--- src/rtl/mvu_stream_ctrl.sv ---
// ---------------------------------------------------------------------------
// mvu_stream_ctrl
// Beat sequencer for one MVAU stream lane. Pass 0 of each input vector takes
// activation beats from the input stream and writes them to the input buffer.
// Passes 1..NF-1 replay that buffer. A final flush beat makes the PE
// accumulators publish the last neuron-fold result.
// Issue controls are combinational from state and counters, so an accepted
// input beat reaches the PEs in the same cycle. The weight address is a
// running counter that wraps after SF*NF-1, so no multiplier is needed.
// ---------------------------------------------------------------------------
module mvu_stream_ctrl #(
    parameter int SF     = 4,
    parameter int NF     = 2,
    parameter int SF_W   = (SF > 1) ? $clog2(SF) : 1,
    parameter int WMEM_W = ((SF * NF) > 1) ? $clog2(SF * NF) : 1
) (
    input  logic              clk,
    input  logic              rst_n,
    input  logic              in_v,
    output logic              in_rdy,
    input  logic              out_rdy,
    output logic              do_mvau_stream,
    output logic              sf_clr,
    output logic              ibuf_we,
    output logic [SF_W-1:0]   ibuf_addr,
    output logic              ibuf_rd_sel,
    output logic [WMEM_W-1:0] wmem_addr,
    output logic              busy,
    output logic              vec_done
);

    localparam int NF_W = (NF > 1) ? $clog2(NF) : 1;

    typedef enum logic [1:0] {
        IDLE   = 2'd0,
        STREAM = 2'd1,
        REPLAY = 2'd2,
        FLUSH  = 2'd3
    } state_t;

    state_t            state_r;
    state_t            state_nxt_s;
    logic [SF_W-1:0]   sf_cnt_r;
    logic [SF_W-1:0]   sf_cnt_nxt_s;
    logic [NF_W-1:0]   nf_cnt_r;
    logic [NF_W-1:0]   nf_cnt_nxt_s;
    logic [WMEM_W-1:0] wmem_cnt_r;
    logic [WMEM_W-1:0] wmem_cnt_nxt_s;
    logic              issue_s;
    logic              last_sf_s;
    logic              last_nf_s;
    logic              sf_first_s;

    assign last_sf_s  = (sf_cnt_r == SF_W'(SF - 1));
    assign last_nf_s  = (nf_cnt_r == NF_W'(NF - 1));
    assign sf_first_s = (sf_cnt_r == SF_W'(0));

    // Decide whether a beat goes to the PEs this cycle.
    always_comb begin
        issue_s = 1'b0;
        case (state_r)
            IDLE, STREAM: issue_s = in_v & out_rdy;
            REPLAY, FLUSH: issue_s = out_rdy;
            default: issue_s = 1'b0;
        endcase
    end

    // State and counter registers, cleared by the synchronous reset.
    always_ff @(posedge clk) begin
        if (!rst_n) begin
            state_r    <= IDLE;
            sf_cnt_r   <= SF_W'(0);
            nf_cnt_r   <= NF_W'(0);
            wmem_cnt_r <= WMEM_W'(0);
        end else begin
            state_r    <= state_nxt_s;
            sf_cnt_r   <= sf_cnt_nxt_s;
            nf_cnt_r   <= nf_cnt_nxt_s;
            wmem_cnt_r <= wmem_cnt_nxt_s;
        end
    end

    // Next state and counter advance; counters move only on an issued beat.
    always_comb begin
        state_nxt_s    = state_r;
        sf_cnt_nxt_s   = sf_cnt_r;
        nf_cnt_nxt_s   = nf_cnt_r;
        wmem_cnt_nxt_s = wmem_cnt_r;
        case (state_r)
            IDLE, STREAM, REPLAY: begin
                if (issue_s) begin
                    if (last_sf_s && last_nf_s) begin
                        // Final beat of the final pass: flush next, wrap everything.
                        state_nxt_s    = FLUSH;
                        sf_cnt_nxt_s   = SF_W'(0);
                        nf_cnt_nxt_s   = NF_W'(0);
                        wmem_cnt_nxt_s = WMEM_W'(0);
                    end else if (last_sf_s) begin
                        // End of a fold with more passes to go: replay the buffer.
                        state_nxt_s    = REPLAY;
                        sf_cnt_nxt_s   = SF_W'(0);
                        nf_cnt_nxt_s   = nf_cnt_r + NF_W'(1);
                        wmem_cnt_nxt_s = wmem_cnt_r + WMEM_W'(1);
                    end else begin
                        state_nxt_s    = (state_r == IDLE) ? STREAM : state_r;
                        sf_cnt_nxt_s   = sf_cnt_r + SF_W'(1);
                        wmem_cnt_nxt_s = wmem_cnt_r + WMEM_W'(1);
                    end
                end else begin
                    state_nxt_s = state_r;
                end
            end
            FLUSH: begin
                if (issue_s) begin
                    // Counters are already wrapped; clear them again defensively.
                    state_nxt_s    = IDLE;
                    sf_cnt_nxt_s   = SF_W'(0);
                    nf_cnt_nxt_s   = NF_W'(0);
                    wmem_cnt_nxt_s = WMEM_W'(0);
                end else begin
                    state_nxt_s = FLUSH;
                end
            end
            default: begin
                state_nxt_s    = IDLE;
                sf_cnt_nxt_s   = SF_W'(0);
                nf_cnt_nxt_s   = NF_W'(0);
                wmem_cnt_nxt_s = WMEM_W'(0);
            end
        endcase
    end

    // Output decode: per-beat PE controls and buffer/weight addressing.
    always_comb begin
        in_rdy         = 1'b0;
        do_mvau_stream = 1'b0;
        sf_clr         = 1'b0;
        ibuf_we        = 1'b0;
        ibuf_rd_sel    = 1'b0;
        vec_done       = 1'b0;
        busy           = 1'b1;
        ibuf_addr      = sf_cnt_r;
        wmem_addr      = wmem_cnt_r;
        case (state_r)
            IDLE: begin
                in_rdy         = out_rdy;
                do_mvau_stream = issue_s;
                sf_clr         = issue_s & sf_first_s;
                ibuf_we        = issue_s;
                busy           = 1'b0;
            end
            STREAM: begin
                in_rdy         = out_rdy;
                do_mvau_stream = issue_s;
                sf_clr         = issue_s & sf_first_s;
                ibuf_we        = issue_s;
            end
            REPLAY: begin
                do_mvau_stream = issue_s;
                sf_clr         = issue_s & sf_first_s;
                ibuf_rd_sel    = 1'b1;
            end
            FLUSH: begin
                do_mvau_stream = issue_s;
                sf_clr         = issue_s;
                ibuf_rd_sel    = 1'b1;
                wmem_addr      = WMEM_W'(0);
                vec_done       = issue_s;
            end
            default: begin
                busy      = 1'b0;
                ibuf_addr = SF_W'(0);
                wmem_addr = WMEM_W'(0);
            end
        endcase
    end

endmodule
--- config.mk ---
export PLATFORM = sky130hd
export DESIGN_NAME = mvu_stream_ctrl
export DESIGN_NICKNAME = d
export VERILOG_FILES = /design/src/rtl/mvu_stream_ctrl.sv
export SDC_FILE = /design/constraint.sdc
export NUM_CORES = 1
export LEC_CHECK = 0
export ABC_AREA = 1
export CORE_AREA = 2 2 39 41
export CTS_CLUSTER_DIAMETER = 50
export DETAILED_ROUTE_END_ITERATION = 16
export DIE_AREA = 0 0 41 43
export PLACE_DENSITY = 0.71
export SYNTH_ARGS = -nofsm -noshare
export SYNTH_HDL_FRONTEND = slang
export SYNTH_SLANG_ARGS = --single-unit
--- constraint.sdc ---
create_clock -name clk -period 1.8 [get_ports clk]
set_input_delay 0.18 -clock clk [delete_from_list [all_inputs] [get_ports clk]]
set_output_delay 0.18 -clock clk [all_outputs]
set_load 0.02 [all_outputs]
==> flow_metrics.py, run 1 <==
metrics = {
    "drt": {
        "first_pass_iters": 4,
        "drcViolationCount": 0,
        "routed-via-count": 572,
        "routed_wl_mm": 1.247,
        "drtIter0Drc": 11,
        "antenna_left": 0,
        "viasPerCell": 4.807,
        "wire_per_inst_um": 10.48,
    },
    "placement": {
        "port_buffers": 15,
        "gpl.final_weighted_congestion": 0.7445,
        "placed_area_um2": 775.7,
        "dp_hpwl_um": 958.3,
    },
    "sta": {
        "rsz0062_at_grt": "false",
        "tightest_slew_ps": 243.5,
        "fin_tns_setup_ps": 0,
        "hold_viol_final": 0,
        "relSlewSlack_pct": 83.77,
        "worst_clock_skew_ps": 4.772,
        "post-route-min-period_ps": 1691,
        "slew_viol_final": 0,
        "fmax_mhz": 591.4,
        "min_period_over_period_pct": 93.94,
        "setup_violations": 0,
    },
    "clock_tree": {
        "root_buffer": "clkbuf_4",
        "cts_tree": "built",
        "htree_levels": 1,
        "cts_sinks": 8,
        "cts_buffers": 3,
        "worstSkewPairLatency_ps": 260,
        "ctsHoldBuffers": 0,
        "clockBufferDepth": 2,
        "clk_pin_slew_ps": 60,
    },
    "floorplan": {
        "coreArea_um2": 1384,
        "die-area_um2": 1763,
        "io_pins": 16,
        "fp.dieW_um": 41,
        "fp-row-count": 14,
        "fp.dieH_um": 43,
        "floorplan.initialDensity_pct": 40.96,
    },
    "global_routing": {
        "grt_pass1_wl_mm": 1.959,
        "first_global_vias": 469,
        "grt_max_degree": 11,
        "track_usage_pct": 16.62,
        "gr-total-overflow": 0,
        "grt_antenna_before_repair": 0,
    },
    "setup_path": {
        "worst_ep_required_time_ps": 1620,
        "critPathCaptureType": "output port",
        "critPathKind": "register to output port",
        "cp-start-kind": "register",
        "cp_max_fo": 10,
        "arrival_ps": 1510,
    },
    "synth": {
        "ys_types": 21,
        "syn_avg_cell_area_um2": 7.175,
        "syn_inst": 79,
        "synthesis.nets": 87,
        "syn_area_um2": 566.8,
        "yosysTopAreaCellShare_pct": 28.26,
        "synth_area_leaders": "dfxtp_1, ha_1, a21oi_1",
        "yosysWarnings": 0,
        "yosysSeqAreaShare_pct": 28.26,
        "synth-seq-cells": 8,
        "yosysTopAreaCell": "dfxtp_1",
    },
    "layout": {
        "area_delta_synth_final_pct": 41.72,
        "num_antenna_cells": 0,
        "drive_above_1_share_pct": 20.39,
        "finish.instance_area_um2": 803.3,
        "nets": 113,
    },
    "min_path": {
        "hp-class": "register to register",
    },
    "power_and_ir_drop": {
        "vdd_drop_max_mv": 0.2293,
        "leakage_nw": 0.4068,
        "power.density_nw_per_um2": 552.2,
    },
    "job": {
        "maxCapViolCount": 0,
    },
    "outcome": {
        "status": "finished, final reports clean",
    },
}
==> layer usage <==
| metal | vias up | track usage [%] | share of wire (%) | routed length [um] |
|---|---|---|---|---|
| li1 | 305 | - | - | - |
| met1 | 252 | 22.73 | 51 | 631 |
| met2 | 11 | 22.19 | 44 | 553 |
| met3 | 4 | 3.141 | 2.9 | 36 |
| met4 | 0 | 12.00 | 2.1 | 26 |
| met5 | - | 0 | 0 | 0 |
==> flip-flops by register name, summed over array words and instances (netlist names) <==
register    flops
state_r         2
last_nf_s       1
wmem_cnt_r      3
ibuf_addr       2
==> cell usage after synthesis <==
| library cell | count |
|---|---|
| nand2_1 | 12 |
| inv_1 | 10 |
| nor2_1 | 10 |
| a21oi_1 | 9 |
| dfxtp_1 | 8 |
| nand3_1 | 7 |
| o21ai_0 | 5 |
| ha_1 | 4 |
| nand2_2 | 2 |
| buf_6 | 1 |
| dlygate4sd3_1 | 1 |
| inv_2 | 1 |
| inv_4 | 1 |
| nand2_4 | 1 |
| nand4_1 | 1 |
| nor2_4 | 1 |
| nor2_8 | 1 |
| nor3_1 | 1 |
| nor3_2 | 1 |
| o21a_1 | 1 |
| o21ai_4 | 1 |
==> power by group <==
group          total, W  internal (W)  switching, W
Sequential     0.000192      0.000185    0.00000692
Clock          0.000144     0.0000767     0.0000673
Combinational  0.000108     0.0000517     0.0000563
==> area by class of cell <==
class / instances / area (um^2)
well taps: 16 / 20.02
clock buffers: 3 / 22.52
inverters: 12 / 47.55
fillers: 134 / 580.6
repair buffers: 23 / 214.0
flip-flops and latches: 8 / 161.4
multi-input cells: 57 / 337.8
==> worst max-delay path: stages (launching register included) <==
cell and delay, ps:
dfxtp_2 360, nand2_4 140, inv_4 60, nor2_1 80, clkdlybuf4s50_1 600
==> path summary, 6_finish.rpt <==
check	startpoint	cells past startpoint	slack (ps)	end
worst min register to register	wmem_cnt_r[0]	2	500	wmem_cnt_r[0]
worst max register to register	ibuf_addr[0]	5	580	state_r[1]
worst min-delay path	wmem_cnt_r[0]	2	500	wmem_cnt_r[0]
worst max-delay path	state_r[1]	4	110	wmem_addr[1]
==> layout by cell type (no fill, tap or decap), drive strengths merged <==
| cell type | count |
|---|---|
| ha | 4 |
| nor3 | 2 |
| clkbuf | 3 |
| dlygate4sd2 | 1 |
| nand3 | 7 |
| nand2 | 15 |
| inv | 12 |
| dfxtp | 8 |
| clkdlybuf4s50 | 12 |
| nor2 | 12 |
| o21ai | 6 |
| a21oi | 9 |
| o21a | 1 |
| dlymetal6s2s | 2 |
| buf | 8 |
| nand4 | 1 |
==> timing repair <==
item                                    in CTS  in global routing
buffers inserted                             0                  0
resized for setup                            2                  2
endpoints found under the setup margin       2                  2
==> cells by family (layout without fill, tap and decap cells) <==
group | count (synthesis) | after routing | share of synthesized area [%]
simple gates | 37 | 37 | 34.22
compound gates | 16 | 16 | 16.56
fa+ha+maj | 4 | 4 | 8.830
buf+inv | 14 | 38 | 12.14
flops | 8 | 8 | 28.26
==> per-stage QoR <==
step           setup WS (ps)  total power [W]  util [%]  std cells  hold slack, ps
3_3_place_gp           24.41        0.0003035     56.06        116           488.6
5_1_grt                26.32        0.0004678     58.05        119           558.3
2_1_floorplan          590.0        0.0002524         -         79           318.4
4_1_cts                9.700        0.0004512     57.69        119           505.6
6_report               109.0        0.0004436     58.05        119           501.8
3_5_place_dp           13.68        0.0003052     56.06        116           494.7
Note: power is estimated with default switching activity, not from simulation.
==> run 2: changes to the inputs <==
--- a/config.mk
+++ b/config.mk
@@ -5,12 +5,12 @@
 export SDC_FILE = /design/constraint.sdc
 export NUM_CORES = 1
 export LEC_CHECK = 0
-export ABC_AREA = 1
+export ABC_AREA = 0
 export CORE_AREA = 2 2 39 41
 export CTS_CLUSTER_DIAMETER = 50
 export DETAILED_ROUTE_END_ITERATION = 16
 export DIE_AREA = 0 0 41 43
-export PLACE_DENSITY = 0.71
+export PLACE_DENSITY = 0.67
 export SYNTH_ARGS = -nofsm -noshare
 export SYNTH_HDL_FRONTEND = slang
 export SYNTH_SLANG_ARGS = --single-unit
==> run 2 against run 1 <==
Against the previous run:
- sequential share of layout area up 1.2 points
- register-to-register slack worse by 100 ps
- highest routed layer unchanged
- worst hold slack got worse by 180 ps
- critical path type unchanged
==> flow_metrics.py, run 2 <==
metrics = {
    "drt": {
        "first_pass_iters": 4,
        "drcViolationCount": 0,
        "viasPerCell": 4.950,
        "antenna_left": 0,
        "drtIter0Drc": 12,
        "routed-via-count": 495,
        "routed_wl_mm": 1.260,
        "wire_per_inst_um": 12.60,
    },
    "layout": {
        "fin_util_pct": 54.88,
        "largest-register": "wmem_cnt_r",
        "finish.instance_area_um2": 759.5,
        "fillCellCount": 127,
        "fin_cells": 100,
        "drive_above_1_share_pct": 20.24,
        "largest_reg_flops": 3,
        "area_delta_synth_final_pct": 50.25,
        "layout_commonest_cell": "clkdlybuf4s50_1",
        "num_antenna_cells": 0,
        "nets": 94,
        "final_cell_mix": "clkdlybuf4s50_1, nand2_1, dfxtp_1",
    },
    "clock_tree": {
        "htree_levels": 1,
        "cts_sinks": 8,
        "cts_tree": "built",
        "clockBufferDepth": 2,
        "root_buffer": "clkbuf_4",
        "clk_pin_slew_ps": 60,
        "cts_buffers": 3,
        "worstSkewPairLatency_ps": 260,
    },
    "floorplan": {
        "die-area_um2": 1763,
        "coreArea_um2": 1384,
        "floorplan.initialDensity_pct": 36.53,
        "fp.dieW_um": 41,
        "io_pins": 16,
        "fp-row-count": 14,
        "fp.dieH_um": 43,
    },
    "sta": {
        "tightest_slew_ps": 335.6,
        "fmax_mhz": 592.5,
        "worst_clock_skew_ps": 5.739,
        "post-route-min-period_ps": 1688,
        "min_period_over_period_pct": 93.76,
        "hold_viol_final": 0,
        "slew_viol_final": 0,
        "rsz0062_at_grt": "false",
        "setup_violations": 0,
        "relSlewSlack_pct": 77.56,
        "fin_tns_setup_ps": 0,
    },
    "setup_path": {
        "critPathKind": "register to output port",
        "worst_ep_required_time_ps": 1620,
        "critPathCaptureType": "output port",
        "cp_cell_sequence": "nand2_2, and2_1, clkdlybuf4s50_1",
        "cp_slowest_cell": "clkdlybuf4s50_1",
        "reg2reg_slack_ps": 480,
        "cp-start-kind": "register",
        "arrival_ps": 1510,
        "cpPeakStageDelay_ps": 530,
        "cp_max_fo": 8,
        "cp.buffers_inverters": 1,
        "crit_family": "buffers and inverters",
    },
    "placement": {
        "port_buffers": 15,
        "gpl.final_weighted_congestion": 0.7375,
        "dp_hpwl_um": 920.8,
        "placed_area_um2": 725.7,
        "dp.cells": 97,
    },
    "synth": {
        "syn_inst": 61,
        "synthesis.nets": 69,
        "synth_flop_cell": "dfxtp_1",
        "yosysWarnings": 0,
        "synth-seq-cells": 8,
        "yosysTopAreaCell": "dfxtp_1",
        "syn_area_um2": 505.5,
        "synth_area_leaders": "dfxtp_1, ha_1, nand2_1",
        "synth_edf_count": 0,
        "synth-async-reset-ratio_pct": 0,
        "ys_types": 27,
        "yosysTopAreaCellShare_pct": 31.68,
        "synth_top_cells_by_count": "dfxtp_1, nand2_1, ha_1",
        "yosysSeqAreaShare_pct": 31.68,
        "syn_avg_cell_area_um2": 8.287,
    },
    "global_routing": {
        "met2_usage_pct": 25.00,
        "gr-total-overflow": 0,
        "grt_antenna_before_repair": 0,
        "first_global_vias": 447,
        "grt_max_degree": 11,
        "use_met3_pct": 7.853,
        "globalRouteMet1Util_pct": 21.82,
        "busiest_layer": "met2",
        "grt_pass1_wl_mm": 2.014,
        "track_usage_pct": 17.84,
    },
    "outcome": {
        "status": "finished, final reports clean",
    },
    "power_and_ir_drop": {
        "vdd_drop_max_mv": 0.4411,
        "leakage_nw": 0.3697,
        "power.density_nw_per_um2": 569.8,
    },
    "job": {
        "maxCapViolCount": 0,
    },
    "min_path": {
        "hp-class": "input port to register",
    },
}
==> run 2: final timing paths <==
check                  end     startpoint  cells past startpoint
max           wmem_addr[1]     state_r[0]                      3
min             state_r[1]        out_rdy                      3
max reg2reg     state_r[0]   ibuf_addr[0]                      4
min reg2reg  wmem_cnt_r[1]  wmem_cnt_r[1]                      2
==> run 2: layout make-up <==
cell class | instances | area, um^2 | share of cell area [%]
multi-input combinational | 47 | 317.8 | 41.85
tap | 16 | 20.02 | 2.636
sequential | 8 | 161.4 | 21.25
clock buffer | 3 | 22.52 | 2.965
timing repair buffer | 22 | 222.7 | 29.32
inverter | 4 | 15.01 | 1.977
==> run 2: stage by stage <==
step / setup WS, ps / hold slack [ps] / total power, W
2_1_floorplan: 450.1 / 314.1 / 0.0002416
5_1_grt: 36.13 / 332.0 / 0.0004593
3_3_place_gp: -28.68 / 461.3 / 0.0002978
6_report: 112.3 / 318.8 / 0.0004328
3_5_place_dp: -31.40 / 459.6 / 0.0002987
4_1_cts: 3.624 / 466.7 / 0.0004377
==> run 2: routing by layer <==
metal | up-vias | part of all wire (%) | routed length (um)
li1 | 260 | - | -
met1 | 223 | 43 | 547
met2 | 10 | 50 | 625
met3 | 2 | 5.6 | 70
met4 | 0 | 1.3 | 17
met5 | - | 0 | 0
==> run 2: cells by family after synthesis <==
kind of cell	synth area share [%]
buf+inv	5.941
simple gates	25.99
xor+xnor	3.466
fa+ha+maj	9.901
compound gates	23.02
flops	31.68
==> run 2: repair_timing <==
action	4_1_cts	5_1_grt
buffers inserted	0	0
endpoints found under the hold margin	0	0
endpoints found under the setup margin	5	7
resized for setup	3	5
hold buffers	0	0
==> run 2: tightest hold or removal path, cell delays in order <==
cell            delay, ps
dlymetal6s2s_1        180
nand3_1                90
a221oi_1               70
==> run 2: where the power goes <==
part	total, W	leakage (nW)	internal [W]	switching, W
registers	0.000194	0.0655	0.000185	0.00000952
clock network	0.000141	0.0138	0.0000765	0.0000643
logic	0.0000975	0.290	0.0000511	0.0000464
==> run 3: changes to the inputs <==
--- a/config.mk
+++ b/config.mk
@@ -10,7 +10,8 @@
 export CTS_CLUSTER_DIAMETER = 50
 export DETAILED_ROUTE_END_ITERATION = 16
 export DIE_AREA = 0 0 41 43
-export PLACE_DENSITY = 0.67
+export DONT_BUFFER_PORTS = 1
+export PLACE_DENSITY = 0.51
 export SYNTH_ARGS = -nofsm -noshare
 export SYNTH_HDL_FRONTEND = slang
 export SYNTH_SLANG_ARGS = --single-unit
==> run 3 against run 2 <==
Against the previous run:
- global-route usage is 1.6 points lower
- largest power group unchanged
- fmax is 5.9% higher
- clock-buffer cell count stayed put
- critical path type unchanged
==> flow_metrics.py, run 3 (synthesis results as in run 2) <==
metrics = {
    "job": {
        "maxCapViolCount": 0,
    },
    "drt": {
        "first_pass_iters": 4,
        "antenna_left": 0,
        "drcViolationCount": 0,
        "drtIter0Drc": 17,
        "routed-via-count": 460,
        "routed_wl_mm": 1.173,
        "wire_per_inst_um": 14.30,
        "viasPerCell": 5.610,
    },
    "layout": {
        "multi_input_area_um2": 315.3,
        "fillCellCount": 148,
        "regArea_um2": 160.2,
        "largest-register": "wmem_cnt_r",
        "largest_reg_flops": 3,
        "fin_cells": 82,
        "nets": 76,
        "num_antenna_cells": 0,
        "drive_above_1_share_pct": 18.18,
        "area_delta_synth_final_pct": 11.39,
        "final_cell_mix": "nand2_1, dfxtp_1, ha_1, buf_4",
    },
    "sta": {
        "worst_clock_skew_ps": 4.996,
        "fmax_mhz": 627.6,
        "relSlewSlack_pct": 72.35,
        "hold_viol_final": 0,
        "min_period_over_period_pct": 88.53,
        "tightest_slew_ps": 413.9,
        "setup_violations": 0,
        "fin_tns_setup_ps": 0,
        "post-route-min-period_ps": 1593,
        "holdWs_ps": 61.91,
        "slew_viol_final": 0,
        "rsz0062_at_grt": "false",
    },
    "setup_path": {
        "cp_slowest_cell": "dfxtp_1",
        "cp.depth": 3,
        "rr_worst_depth": 4,
        "worstSetupStartpoint": "state_r[1]",
        "critPathCaptureType": "output port",
        "cp_max_fo": 7,
        "arrival_ps": 1410,
        "cpPeakStageDelay_ps": 360,
        "worst_ep_required_time_ps": 1620,
        "cp.buffers_inverters": 1,
        "critPathKind": "register to output port",
        "crit_family": "compound AO/OA/AOI/OAI gates",
        "cp-start-kind": "register",
        "crit-reg2reg-launch": "ibuf_addr[0]",
        "cp_cell_sequence": "o21ai_2, inv_2, a21o_1",
    },
    "clock_tree": {
        "worstSkewPairLatency_ps": 250,
        "cts_buffers": 3,
        "cts_sinks": 8,
        "clk_pin_slew_ps": 60,
        "cts_tree": "built",
        "clockBufferDepth": 2,
        "ctsHoldBuffers": 0,
        "cts-resized-gates": 0,
        "htree_levels": 1,
        "postCtsSetupBuffers": 0,
        "root_buffer": "clkbuf_4",
    },
    "min_path": {
        "hp-class": "input port to register",
        "min_path_cells": 1,
        "hold_path_startpoint": "out_rdy",
    },
    "placement": {
        "dp.cells": 79,
        "gpl.final_weighted_congestion": 0.7641,
        "dp_hpwl_um": 868.4,
        "port_buffers": 0,
    },
    "power_and_ir_drop": {
        "power.density_nw_per_um2": 689.8,
        "leakage_nw": 0.2438,
        "p_total_w": 0.0003884,
        "vdd_drop_max_mv": 0.3190,
    },
    "floorplan": {
        "fp.dieH_um": 43,
        "die-area_um2": 1763,
        "coreArea_um2": 1384,
        "floorplan.initialDensity_pct": 36.53,
        "fp-row-count": 14,
        "io_pins": 16,
        "fp.dieW_um": 41,
    },
    "global_routing": {
        "grt_antenna_before_repair": 0,
        "first_global_vias": 380,
        "gr-total-overflow": 0,
        "grt_max_degree": 10,
        "grt_pass1_wl_mm": 1.828,
        "track_usage_pct": 16.28,
    },
    "outcome": {
        "status": "finished, final reports clean",
    },
}
[run 3: changes by cell type in the layout (fill, tap and decap cells not counted), sizes merged]
cell,delta
buf,-3
dlymetal6s2s,-4
dlygate4sd2,-2
clkdlybuf4s50,-9
[run 3: where the power goes]
| part | total (W) | internal (W) | switching (W) |
|---|---|---|---|
| logic | 0.0000573 | 0.0000208 | 0.0000365 |
| registers | 0.000192 | 0.000184 | 0.00000744 |
| clock network | 0.000139 | 0.0000764 | 0.0000628 |
| total | 0.000388 | 0.000282 | 0.000107 |
[run 3: final timing paths]
kind | endpoint | slack, ps
worst max register to register | state_r[0] | 570
worst min register to register | wmem_cnt_r[1] | 470
worst max-delay path | sf_clr | 210
worst min-delay path | state_r[0] | 60
[run 3: layout make-up]
class                           count  share of cell area (%)
Multi-Input combinational cell     47                   56.00
Sequential cell                     8                   28.44
Timing Repair Buffer                4                   5.333
Clock buffer                        3                   4.000
Tap cell                           16                   3.556
Inverter                            4                   2.667
[run 3: per-stage QoR]
stage	utilization (%)	setup slack (ps)	cell area (um^2)
2_1_floorplan	-	450.1	505.5
6_report	40.69	206.5	563.0
4_1_cts	40.69	207.7	563.0
3_3_place_gp	39.06	470.6	540.5
3_5_place_dp	39.06	492.4	540.5
5_1_grt	40.69	108.1	563.0
[run 3: per-layer routing]
metal | vias to the layer above | part of all wire, % | track usage, %
li1 | 224 | - | -
met1 | 204 | 48 | 20.97
met2 | 27 | 42 | 19.69
met3 | 5 | 8.0 | 8.901
met4 | 0 | 2.3 | 11.33
met5 | - | 0 | 0
